===== config.mk =====
export PLATFORM = sky130hd
export DESIGN_NAME = fetch_unit
export DESIGN_NICKNAME = d
export VERILOG_FILES = /design/src/rtl/fetch_unit.sv
export SDC_FILE = /design/constraint.sdc
export NUM_CORES = 1
export LEC_CHECK = 0
export BUFFER_PORTS_ARGS = -buffer_cell sky130_fd_sc_hd__buf_4
export CAP_MARGIN = 10
export CORE_UTILIZATION = 30
export CTS_BUF_LIST = sky130_fd_sc_hd__clkbuf_8
export DETAILED_ROUTE_END_ITERATION = 16
export GPL_TIMING_DRIVEN = 0
export PLACE_DENSITY_LB_ADDON = 0.08
export SETUP_SLACK_MARGIN = 0.02
export SYNTH_ARGS = -nofsm -noshare
export SYNTH_HDL_FRONTEND = slang
export SYNTH_SLANG_ARGS = --single-unit

===== constraint.sdc =====
create_clock -name clk -period 4.5 [get_ports clk]
set_input_delay 0.225 -clock clk [delete_from_list [all_inputs] [get_ports clk]]
set_output_delay 0.225 -clock clk [all_outputs]
set_load 0.05 [all_outputs]

===== src/rtl/fetch_unit.sv =====
// Instruction fetch stage: owns the fetch PC, talks to instruction memory over a
// valid/ready request + valid-only response handshake, and buffers words in a 2-entry queue.
module fetch_unit #(
  parameter logic [31:0] RESET_PC  = 32'h0000_0000,
  parameter logic [31:0] NOP_INSTR = 32'h0000_0000
) (
  input  logic        clk,
  input  logic        rst,
  input  logic        stall,
  input  logic        branch_taken,
  input  logic [31:0] branch_target,
  output logic        imem_req_valid,
  input  logic        imem_req_ready,
  output logic [31:0] imem_addr,
  input  logic        imem_resp_valid,
  input  logic [31:0] imem_rdata,
  output logic [31:0] pc_out,
  output logic [31:0] instruction_out,
  output logic        if_of_enable
);

  typedef enum logic [1:0] {StIdle, StWait, StDrop} state_e;

  state_e      state_q, state_d;
  logic [31:0] fetch_pc_q, fetch_pc_d;
  logic [31:0] wait_pc_q, wait_pc_d;
  logic [1:0]  count_q, count_d;
  logic        rd_ptr_q, rd_ptr_d;
  logic        wr_ptr_q, wr_ptr_d;
  logic [31:0] fifo_pc_q    [2];
  logic [31:0] fifo_instr_q [2];

  logic pop, push, accept;
  logic room_idle, room_wait;

  always_comb begin
    pop             = !rst && (count_q != 2'd0) && !stall && !branch_taken;
    if_of_enable    = pop || (!rst && branch_taken);
    pc_out          = 32'h0;
    instruction_out = 32'h0;
    if (pop) begin
      pc_out          = fifo_pc_q[rd_ptr_q];
      instruction_out = fifo_instr_q[rd_ptr_q];
    end else if (if_of_enable) begin
      instruction_out = NOP_INSTR;
    end
  end

  // Room checks reserve a slot for the response of the request about to be issued.
  assign room_idle = ({1'b0, count_q} - 3'(pop)) < 3'd2;
  assign room_wait = ({1'b0, count_q} + 3'd1 - 3'(pop)) < 3'd2;

  always_comb begin
    imem_req_valid = 1'b0;
    case (state_q)
      StIdle:  imem_req_valid = room_idle;
      StWait:  imem_req_valid = imem_resp_valid && room_wait;
      default: imem_req_valid = 1'b0;
    endcase
    if (rst || branch_taken) imem_req_valid = 1'b0;
  end

  assign imem_addr = fetch_pc_q;
  assign accept    = imem_req_valid && imem_req_ready;
  assign push      = !rst && (state_q == StWait) && imem_resp_valid && !branch_taken;

  always_comb begin
    state_d    = state_q;
    fetch_pc_d = fetch_pc_q;
    wait_pc_d  = wait_pc_q;
    count_d    = count_q;
    rd_ptr_d   = rd_ptr_q;
    wr_ptr_d   = wr_ptr_q;
    if (branch_taken) begin
      count_d    = 2'd0;
      rd_ptr_d   = 1'b0;
      wr_ptr_d   = 1'b0;
      fetch_pc_d = branch_target & ~32'h3;
      state_d    = (state_q != StIdle && !imem_resp_valid) ? StDrop : StIdle;
    end else begin
      count_d  = count_q + 2'(push) - 2'(pop);
      rd_ptr_d = rd_ptr_q ^ pop;
      wr_ptr_d = wr_ptr_q ^ push;
      case (state_q)
        StWait:  if (imem_resp_valid) state_d = StIdle;
        StDrop:  if (imem_resp_valid) state_d = StIdle;
        default: state_d = state_q;
      endcase
      if (accept) begin
        wait_pc_d  = fetch_pc_q;
        fetch_pc_d = fetch_pc_q + 32'd4;
        state_d    = StWait;
      end
    end
  end

  always_ff @(posedge clk) begin
    if (rst) begin
      state_q    <= StIdle;
      fetch_pc_q <= RESET_PC;
      wait_pc_q  <= 32'h0;
      count_q    <= 2'd0;
      rd_ptr_q   <= 1'b0;
      wr_ptr_q   <= 1'b0;
    end else begin
      state_q    <= state_d;
      fetch_pc_q <= fetch_pc_d;
      wait_pc_q  <= wait_pc_d;
      count_q    <= count_d;
      rd_ptr_q   <= rd_ptr_d;
      wr_ptr_q   <= wr_ptr_d;
    end
  end

  // Queue storage needs no reset: entries are only read while count is non-zero.
  always_ff @(posedge clk) begin
    if (push) begin
      fifo_pc_q[wr_ptr_q]    <= wait_pc_q;
      fifo_instr_q[wr_ptr_q] <= imem_rdata;
    end
  end

endmodule


==> results of run 1 <==
==> cell type report <==
type / count / area, sq um / share of cell area, %
Timing Repair Buffer: 197 / 1590 / 15.5
Clock inverter: 15 / 151 / 1.48
Inverter: 14 / 52.6 / 0.514
Buffer: 44 / 188 / 1.83
Multi-Input combinational cell: 421 / 2560 / 25.0
Clock buffer: 17 / 234 / 2.29
Tap cell: 330 / 413 / 4.04
Sequential cell: 190 / 5040 / 49.3
==> worst max-delay path, delay by kind of cell (launching register included) <==
kind	cells	cell delay [ps]
buffers and inverters	3	1390
DFF	1	320
muxes	1	270
and+or+nand+nor	1	80
==> sequential cells by signal, summed over array words and instances, names as in the netlist <==
signal	flops
wait_pc_q	30
fifo_instr_q	64
imem_addr	30
wr_ptr_q	1
count_q	2
state_q	2
rd_ptr_q	1
fifo_pc_q	60
==> cell usage in the layout (no fill, tap or decap), types with 5 or more instances in the layout <==
cell type	netlist	routed
and2_1	5	5
o2111ai_1	6	6
a21oi_1	39	39
dfxtp_1	66	66
o311ai_0	6	6
nor2_1	84	84
buf_2	5	5
o211ai_1	14	14
mux2i_1	62	62
clkbuf_1	23	23
nand4_1	7	7
xor2_1	7	7
buf_1	11	11
ha_1	7	5
nand3_1	10	10
a31oi_1	18	18
a211oi_1	5	5
nand2_1	96	96
dlygate4sd3_1	0	34
or3_1	12	12
buf_4	4	165
inv_1	13	13
edfxtp_1	124	124
clkbuf_8	0	17
==> logic make-up (layout without fill, tap and decap cells) <==
kind of cell | Yosys count | after routing | share of synthesized area (%)
compound gates | 107 | 107 | 8.97
buf+inv | 58 | 287 | 3.08
mux | 62 | 62 | 7.95
xor+xnor | 9 | 9 | 1.01
flops | 190 | 190 | 64.6
simple gates | 232 | 232 | 13.2
other cells | 1 | 4 | 0.0480
fa+ha+maj | 7 | 7 | 1.12
==> routing by layer <==
metal  wire length [um]  vias up  share of wire, %
met3               1100       10               5.2
li1                   -     2852                 -
met1               9960     2828                47
met5                  0        -                 0
met4                174        0              0.82
met2               9900      167                47
==> what timing repair did <==
item | in CTS | in global routing
endpoints found under the setup margin | 0 | 0
hold buffers | 34 | 0
endpoints found under the hold margin | 66 | 0
setup buffers | 0 | 0
==> power groups by stage <==
stage               clock network (uW)  registers, uW  logic, uW
floorplan                            0           1990       83.8
global placement                     0           1940        250
detailed placement                   0           1940        255
CTS                               1150           1910        280
global route                      1210           1910        297
finish                            1110           1910        278
==> worst paths after layout <==
kind | from | cells after the start | slack (ps) | to
min | branch_target[17] | 3 | 30 | imem_addr[17]
max | rd_ptr_q | 5 | 1750 | pc_out[21]
max reg2reg | state_q[1] | 9 | 1940 | wait_pc_q[15]
min reg2reg | wait_pc_q[31] | 0 | 460 | fifo_pc_q[0][31]
==> metrics by stage <==
step / hold slack [ps] / instances / setup slack, ps
final: 30.6 / 1228 / 1750
after CTS: 0.538 / 1228 / 1630
after detailed placement: 413 / 1162 / 1730
after global placement: 411 / 1160 / 620
after global routing: 8.21 / 1228 / 1570
after floorplan: 324 / 669 / 1870
==> flow_summary_export.csv, run 1 <==
group,metric,value,unit
cells_and_area,finalNetCount,962,
clocking,htree_levels,4,
global_route,grt_antenna_before_repair,0,
logic_synthesis,synth_most_common_cell,"edfxtp_1",
sta,report.final.slew_viol_count,0,
worst_setup_path,worstPathRequired,4280,ps
global_route,use_met2,25.3,%
sta,setup_viol,0,
sta,post-route-period-util,61.1,%
cells_and_area,num_antenna_cells,0,
sta,hold_viol,0,
pwr,power_switching,858,uW
worst_setup_path,worstSetupEndpointType,"output pin",
cells_and_area,finish.utilization,40.4,%
sta,layout_min_cycle_time,2750,ps
detailed_routing,ant_nets,0,
die,initial_core_util,30.8,%
worst_setup_path,slowest_stage,"buf_1",
sta,clock_skew,23.0,ps
run_status,status,"complete, no violations",
die,core,25300,sq um
logic_synthesis,synth_async_sr_flop_share,0,%
worst_setup_path,cpPeakStageDelay,720,ps
detailed_routing,initialDrtViolationCount,362,
die,io_pins,168,
detailed_routing,drt_pass1_iterations,5,
worst_setup_path,crit_path_start_kind,"flip-flop",
pwr,power.internal,2440,uW
logic_synthesis,netlist_instances,666,
clocking,clock-sinks,190,
logic_synthesis,synth_top_area_share,47.7,%
detailed_routing,drc_errors,0,
cells_and_area,design_area,10200,sq um
place,place_hpwl,14.9,mm
global_route,met3_usage,3.17,%
detailed_routing,drt_wl_total,21.1,mm
sta,worstMarginPinSlew,880,ps
die,die_h,163,um
detailed_routing,wl_per_cell,17.2,um
sta,fmax,364,MHz
detailed_routing,vias,5857,
clocking,clock_path_buffers,2,
cells_and_area,drive_gt1_share,23.8,%
global_route,grt_pass1_wl,31.9,mm
logic_synthesis,syn_area,7810,sq um
global_route,top_usage_layer,"met2",
pwr,p_clk_share,33.8,%
pwr,switching_share,26.0,%
logic_synthesis,syn_avg_cell_area,11.7,sq um
logic_synthesis,yosysSeqAreaShare,64.6,%
flow_run,cap_violations,0,
cells_and_area,fillCellCount,2501,
logic_synthesis,ys_seq_elements,190,
logic_synthesis,yosysTopAreaCell,"edfxtp_1",
logic_synthesis,synthDistinctLibCells,51,
logic_synthesis,yosys-top-cells-area,"edfxtp_1, dfxtp_1, mux2i_1, nand2_1, nor2_1",
logic_synthesis,synth_ff_type,"edfxtp_1",
pwr,cellLeakagePower,0.00354,uW
clocking,cts.clk_slew.worst_paths,110,ps
sta,maxSlewHeadroom,41.4,%
logic_synthesis,yosys_warnings,0,
pwr,p_per_area,322,nW/um^2
worst_setup_path,path_class,"reg -> out",
clocking,root_buffer,"clkbuf_8",
pwr,vdd_drop_max,0.000136,V
global_route,grt_max_degree,40,
cells_and_area,area.growth.synth_to_final,31.0,%
place,io_buffers,161,
detailed_routing,viasPerCell,4.77,
clocking,cts_resized,0,
logic_synthesis,yosys-top-cells-count,"edfxtp_1, nand2_1, nor2_1, dfxtp_1, mux2i_1",
hold_path,hold_class,"in -> reg",
logic_synthesis,synth_edf_count,124,
worst_setup_path,path_cells,"clkbuf_1 -> buf_1 -> mux2i_1 -> nor2_1 -> buf_4",
pwr,p_comb_share,8.4,%
die,dieArea,26700,sq um
sta,setup_tns,0,ps
clocking,cts_buffers,17,
pwr,pwr-share-seq,57.8,%
place,place_congestion,0.798,
global_route,gr-usage-met1,21.8,%
die,rows,58,
clocking,clk_latency,470,ps
place,placed_area,9510,sq um
global_route,first_global_vias,5739,
die,die_w,163,um
global_route,grt_usage,15.9,%
pwr,fin_total_pwr,3300,uW
worst_setup_path,arrival,2520,ps
sta,rsz0062_at_grt,"false",
clocking,cts_tree,"yes",
worst_setup_path,cp_max_fo,10,
global_route,grt_overflow,0,
Power figures use the tool's default switching activity.
==> inputs of run 2 (changes only) <==
Clock period 4.5 ns to 2.55 ns, I/O delays scaled along.
==> run 2 against run 1 <==
Compared with the run above:
- clock skew about the same
- register-to-register slack got worse by 1700 ps
- sequential cell count unchanged
- sequential power rose by 76%
- global-route usage rose by 0.057 points
- non-clock buffer count grew 25
- hold slack better by 12 ps
- largest cell class unchanged
==> flow_summary_export.csv, run 2 (synthesized netlist as in run 1, its figures left out) <==
group,metric,value,unit
run_status,status,"complete, no violations",
sta,setup_viol,0,
sta,rsz0062_at_grt,"false",
die,die_h,163,um
place,place_congestion,0.798,
worst_setup_path,cpPeakStageDelay,410,ps
cells_and_area,largest_reg_flops,64,
detailed_routing,drt_pass1_iterations,6,
global_route,grt_usage,16.0,%
detailed_routing,top_layer,"met4",
detailed_routing,wl_per_cell,16.9,um
clocking,cts.clk_slew.worst_paths,120,ps
die,io_pins,168,
worst_setup_path,crit_buf_inv,3,
hold_path,hold_depth,4,
cells_and_area,finish.utilization,41.6,%
clocking,htree_levels,4,
pwr,cellLeakagePower,0.00368,uW
global_route,first_global_vias,5795,
sta,clock_skew,23.2,ps
worst_setup_path,reg2reg_slack,230,ps
worst_setup_path,r2r_end,"imem_addr[27]",
detailed_routing,wl_met1,9.83,mm
global_route,grt_overflow,0,
worst_setup_path,slowest_stage,"dfxtp_1",
worst_setup_path,path_class,"reg -> out",
sta,post-route-period-util,92.1,%
die,core,25300,sq um
die,rows,58,
detailed_routing,ant_nets,0,
sta,hold_viol,0,
pwr,fin_total_pwr,5850,uW
cells_and_area,final_common_cell,"buf_4",
worst_setup_path,crit_top_cell,"nor2_1",
flow_run,cap_violations,0,
cells_and_area,finalNonFillerCells,1253,
place,place_inst,1162,
clocking,clock-sinks,190,
hold_path,worst_hold_startpoint,"branch_target[16]",
worst_setup_path,crit_family,"buffers and inverters",
cells_and_area,largest_register,"fifo_instr_q",
worst_setup_path,crit_path_start_kind,"flip-flop",
cells_and_area,drive_gt1_share,25.0,%
worst_setup_path,path_cells,"nor2_1 -> or3_1 -> clkbuf_2 -> buf_2 -> nor2_1 -> buf_4",
detailed_routing,drt_wl_total,21.2,mm
sta,report.final.slew_viol_count,0,
place,place_hpwl,14.9,mm
worst_setup_path,arrival,2220,ps
detailed_routing,drc_errors,0,
cells_and_area,layout_common_cells,"buf_4, edfxtp_1, nand2_1, nor2_1, dfxtp_1",
cells_and_area,largest_registers,"fifo_instr_q (64), fifo_pc_q (60)",
sta,fmax,426,MHz
pwr,vdd_drop_max,0.000240,V
hold_path,hold_class,"in -> reg",
global_route,grt_pass1_wl,32.1,mm
pwr,p_per_area,556,nW/um^2
place,io_buffers,161,
worst_setup_path,reg2reg_from,"imem_addr[16]",
global_route,grt_antenna_before_repair,0,
worst_setup_path,cp_max_fo,10,
worst_setup_path,worstPathRequired,2420,ps
hold_path,holdPathEnd,"imem_addr[16]",
sta,fin_ws,202,ps
worst_setup_path,worstSetupEndpointType,"output pin",
clocking,cts_tree,"yes",
cells_and_area,finalNetCount,987,
detailed_routing,route.met2.wl,9.95,mm
cells_and_area,area.growth.synth_to_final,34.8,%
die,die_w,163,um
detailed_routing,vias,5942,
clocking,cts_buffers,17,
worst_setup_path,reg2regPathDepth,6,
clocking,cts_setup_buffers,0,
clocking,clk_latency,470,ps
die,dieArea,26700,sq um
global_route,grt_max_degree,40,
place,place_ws,-124,ps
clocking,root_buffer,"clkbuf_8",
die,initial_core_util,30.8,%
clocking,clock_path_buffers,2,
detailed_routing,viasPerCell,4.74,
detailed_routing,wl_met3,1.18,mm
sta,maxSlewHeadroom,53.2,%
detailed_routing,initialDrtViolationCount,305,
sta,layout_min_cycle_time,2350,ps
cells_and_area,num_antenna_cells,0,
sta,worstMarginPinSlew,701,ps
## run 2: cell count changes in the layout (fill, tap and decap cells not counted), sizes merged
cell | previous run | this run
dlygate4sd3 | 34 | 60
buf | 183 | 180
clkbuf | 41 | 42
clkdlybuf4s15 | 0 | 1
## run 2: report_power, final
group	internal, uW	total, uW	switching, uW
registers	3300	3360	62.8
logic	221	526	305
clock network	809	1960	1150
## run 2: metrics by stage
step | hold WS [ps] | instance area (sq um) | TNS [ps]
floorplan | 226 | 7820 | -10490
global placement | 314 | 9440 | -152640
detailed placement | 315 | 9510 | -184
CTS | 12.9 | 10500 | 0
global route | 31.9 | 10500 | 0
finish | 42.8 | 10500 | 0
## run 2: layer usage
layer  GRT usage, %  vias up
met5              0        -
met4           4.42        0
met3           3.15       14
met2           25.4      159
met1           21.9     2865
li1               -     2904
## run 2: worst max-delay path by stage
stage               cells past startpoint  slack [ps]  startpoint                  to
floorplan                               5         -80  state_q[1]  fifo_instr_q[1][0]
global placement                        5       -1230         rst    fifo_pc_q[1][13]
detailed placement                     12        -120         rst          count_q[1]
CTS                                     5          30    rd_ptr_q          pc_out[16]
global route                            9          40  state_q[1]       wait_pc_q[30]
finish                                  6         200  count_q[1]          pc_out[24]
## run 2: worst reg2reg max path: stages, from the launching register on
cell and delay (ps):
dfxtp_1 390, clkbuf_2 220, nand4_1 220, nor3_2 390, o2111ai_1 380, or3_1 420, a31oi_1 200
## run 2: layout make-up
cell class	instances	area (sq um)
buffer	43	204
tap	330	413
sequential	190	5050
multi-input combinational	421	2580
clock buffer	17	234
timing repair buffer	223	1850
clock inverter	15	151
fill	2472	14800
inverter	14	52.6
## run 2: repair_timing
action / CTS / global route
endpoints found under the hold margin: 95 / 0
cloned: 0 / 0
hold buffers: 60 / 0
setup endpoints to repair: 71 / 34
gates resized for setup: 11 / 7
